[src/rtl/ram16k_burst_writer.sv]
// Streams valid/ready words into ram16k at consecutive (wrapping) addresses
// from a programmed base, pulsing done once the final word has been committed.
module ram16k_burst_writer #(
  parameter int ADDR_W = 14,
  parameter int DATA_W = 16
) (
  input  logic              clk,
  input  logic              reset,
  input  logic              start,
  input  logic [ADDR_W-1:0] base_addr,
  input  logic [ADDR_W:0]   length,
  input  logic [DATA_W-1:0] in_data,
  input  logic              in_valid,
  output logic              in_ready,
  output logic [DATA_W-1:0] value,
  output logic              load,
  output logic [ADDR_W-1:0] address,
  output logic              busy,
  output logic              done,
  output logic [ADDR_W:0]   words_written
);

  typedef enum logic [1:0] {
    IDLE  = 2'd0,
    RUN   = 2'd1,
    FLUSH = 2'd2,
    DONE  = 2'd3
  } state_t;

  localparam logic [ADDR_W:0] MAX_LEN = {1'b1, {ADDR_W{1'b0}}};

  state_t              state_reg;
  logic [DATA_W-1:0]   value_reg;
  logic                load_reg;
  logic [ADDR_W-1:0]   address_reg;
  logic [ADDR_W-1:0]   cur_addr_reg;
  logic [ADDR_W:0]     remaining_reg;
  logic [ADDR_W:0]     words_written_reg;
  logic [ADDR_W:0]     length_clamped;
  logic                transfer;

  // Anything beyond the full address space would rewrite locations twice.
  assign length_clamped = (length > MAX_LEN) ? MAX_LEN : length;

  assign in_ready      = (state_reg == RUN) && (remaining_reg != '0);
  assign transfer      = in_ready && in_valid;
  assign value         = value_reg;
  assign load          = load_reg;
  assign address       = address_reg;
  assign busy          = (state_reg != IDLE);
  assign done          = (state_reg == DONE);
  assign words_written = words_written_reg;

  always_ff @(posedge clk) begin
    if (reset) begin
      state_reg         <= IDLE;
      value_reg         <= '0;
      load_reg          <= 1'b0;
      address_reg       <= '0;
      cur_addr_reg      <= '0;
      remaining_reg     <= '0;
      words_written_reg <= '0;
    end else begin
      case (state_reg)
        IDLE: begin
          load_reg <= 1'b0;
          if (start) begin
            cur_addr_reg      <= base_addr;
            remaining_reg     <= length_clamped;
            words_written_reg <= '0;
            state_reg         <= (length_clamped != '0) ? RUN : DONE;
          end
        end
        RUN: begin
          if (transfer) begin
            value_reg         <= in_data;
            address_reg       <= cur_addr_reg;
            load_reg          <= 1'b1;
            cur_addr_reg      <= cur_addr_reg + 1'b1;
            remaining_reg     <= remaining_reg - 1'b1;
            words_written_reg <= words_written_reg + 1'b1;
            if (remaining_reg == {{ADDR_W{1'b0}}, 1'b1}) begin
              state_reg <= FLUSH;
            end
          end else begin
            load_reg <= 1'b0;
          end
        end
        // The last word's load is still asserted here; ram16k commits it at this edge.
        FLUSH: begin
          load_reg  <= 1'b0;
          state_reg <= DONE;
        end
        DONE: begin
          load_reg  <= 1'b0;
          state_reg <= IDLE;
        end
        default: begin
          load_reg  <= 1'b0;
          state_reg <= IDLE;
        end
      endcase
    end
  end

endmodule

[config.mk]
export PLATFORM = sky130hd
export DESIGN_NAME = ram16k_burst_writer
export DESIGN_NICKNAME = d
export VERILOG_FILES = /design/src/rtl/ram16k_burst_writer.sv
export SDC_FILE = /design/constraint.sdc
export NUM_CORES = 1
export LEC_CHECK = 0
export BUFFER_PORTS_ARGS = -buffer_cell sky130_fd_sc_hd__buf_2
export CAP_MARGIN = 20
export CORE_AREA = 2 2 89 91
export DETAILED_ROUTE_END_ITERATION = 16
export DIE_AREA = 0 0 91 93
export PLACE_DENSITY = 0.79
export SLEW_MARGIN = 40
export SYNTH_ARGS = -nofsm -noshare
export SYNTH_HDL_FRONTEND = slang
export SYNTH_SLANG_ARGS = --single-unit
[constraint.sdc]
create_clock -name clk -period 2.6 [get_ports clk]
set_clock_uncertainty 0.15 [all_clocks]
set_input_delay 0.39 -clock clk [delete_from_list [all_inputs] [get_ports clk]]
set_output_delay 0.39 -clock clk [all_outputs]
set_load 0.01 [all_outputs]
==> metrics.txt <==
status completed; post-synthesis sequential area ratio 39.46%; Skew-Pair Late Insertion Delay 0.36 ns; leading area contributor after synthesis dfxtp_1; VDD IR max 659.5 µV; Hold-fix buffers, CTS 0; fraction of the mapped netlist area in adder cells 2.562%; main combinational cell family by area after synthesis simple AND/OR/NAND/NOR gates; mux cell area share after synthesis 0.2562%; fmax 0.4066 GHz; vias in the first global route 3483; post-CTS sizing 0; Core ar. 7527 µm²; CP arrival 1.92 ns; IO Port Bufs 97; routed len/inst 14.58 µm; Site Rows 32; Hold/Removal Path Class input port to flop; CP max FO 6; Vias/cell 5.752; min Tclk post-route 2.459 ns; ANT nets after route 0; Leak 1.872 nW; most numerous cell in the Yosys netlist nand2_1; max-cap violations 0; die width 91 µm; first-pass GRT wire length 16510 µm; top cell type's share of synthesized area 39.46%; endpoints failing setup 0; syn_nets 550; compound-cell area share of the yosys netlist 24.02%; Final nets 640; Worst setup SP type flop; die height 93 µm; RSZ-0062 raised after global routing false; flops & latches, synth 77; Crit Path Category flop to output pin; drc violations 0; Area contributors post-synth dfxtp_1 39%, a21oi_1 9.4%, nand2_1 8.4%; DRT iter0 DRCs 226; Max Root-Sink Buffers 2; Post-Synth Simple-Gate Area 27.32%; Die Area 8463 µm²; Worst Max-Slew Pin Slew 0.5966 ns; Slew Limit Fails 0; async set or reset register ratio after synthesis 0%; largest net degree at the start of global routing 34; Power Dens Cells 1103 nW/µm²; Setup TNS Final 0 ns; Yosys warning count 0; post-synthesis xor/xnor area fraction 0.8969%; CTS sink count 77; post-CTS setup buffer count 0; Post-Syn Area per Cell 7.923 µm²; Final period util 94.59%; antenna cells 0; Netlist cell types 61; share of post-route cells with drive strength above 1 24.15%; via count 3969; max FFs per register 16; antenna violations before repair 0; hold_ws 0.1056 ns; CTS tree yes; routed wire length 10060 µm; Post-synth EDFFs 0; CP endpoint kind output pin; Root Driver clkbuf_8; Post-Syn Instances 493; routability cong. 0.9272; Post-DP HPWL 7159 µm; Mapped Area 3906 µm²; Slew HR 60.23%; Congestion Overflow GR 0; required time of the worst setup path 2.06 ns; Clk pin slew, worst setup/hold paths 0.08 ns; starting density of the core 51.89%; Most used DFF post-synth dfxtp_1; GRT Total Usage 23.85%; DRT Pass-1 Iters 5; top cells by count, synth 87 x nand2_1, 77 x dfxtp_1, 73 x a21oi_1; Layout Area Growth over Synthesis 20.56%; CTS Buf Count 9; # fillers 711; # IOs 98; H-Tree Depth 3; final hold vios 0
per-stage QoR:
step / utilization, % / area, µm² / setup WS [ns] / instances / power, mW
floorplan: - / 3906 / 0.4376 / 493 / 3.533
global placement: 59.29 / 4463 / 0.2778 / 674 / 3.999
detailed placement: 59.29 / 4463 / 0.2338 / 674 / 4.064
CTS: 62.57 / 4710 / 0.1371 / 690 / 5.187
global route: 62.57 / 4710 / 0.04531 / 690 / 5.564
finish: 62.57 / 4710 / 0.1408 / 690 / 5.195
cell type report:
class	count	area [µm²]	area share, %
tap	102	127.6	2.710
clock buffer	9	123.9	2.630
sequential	77	1541	32.73
multi-input combinational	371	2151	45.67
inverter	12	45.04	0.9564
clock inverter	7	122.6	2.604
timing repair buffer	112	598.1	12.70
layout by cell type (no fill, tap or decap), drive strengths merged, types with 4 or more instances in the layout:
master,n
a211oi,6
a21oi,73
a221oi,8
a311oi,4
and3,5
and4,4
buf,112
clkbuf,9
dfxtp,77
ha,8
inv,12
nand2,87
nand2b,6
nand3,14
nand4,7
nor2,30
nor3,13
nor4,12
o21a,4
o21ai,25
o31ai,9
or3,8
or4,11
report_power, final:
group | total (mW) | internal, mW | switching [mW] | leakage (nW)
clock network | 1.11 | 0.642 | 0.471 | 0.116
registers | 1.68 | 1.41 | 0.265 | 0.626
logic | 2.40 | 0.913 | 1.49 | 1.13
total | 5.19 | 2.97 | 2.23 | 1.87
worst max-delay path: stages, from the launching register on:
cell	delay, ns
dfxtp_1	0.35
inv_1	0.10
ha_1	0.24
nor4b_1	0.35
and4_4	0.31
nor2_1	0.07
buf_2	0.14
cell families (layout without fill, tap and decap cells):
| logic type | Yosys count | in the layout |
|---|---|---|
| muxes | 1 | 1 |
| adders and majority gates | 8 | 8 |
| and+or+nand+nor | 210 | 210 |
| DFF | 77 | 77 |
| buffers and inverters | 45 | 140 |
| xor gates and xnor gates | 4 | 4 |
| AOI/OAI and AO/OA | 148 | 148 |
layer usage:
metal | global-route usage (%) | vias up | routed length [µm]
li1 | - | 1973 | -
met1 | 30.98 | 1822 | 4219
met2 | 39.44 | 154 | 4925
met3 | 3.948 | 20 | 708
met4 | 10.10 | 0 | 207
met5 | 0 | - | 0
final timing paths:
kind,start,to,slack (ns),cells after the start
worst max-delay path,remaining_reg[0],in_ready,0.14,6
worst min-delay path,in_data[7],value[7],0.11,3
worst max register to register,remaining_reg[0],cur_addr_reg[11],0.21,8
worst min register to register,value[5],value[5],0.31,2
(Power assumes the default switching activity.)
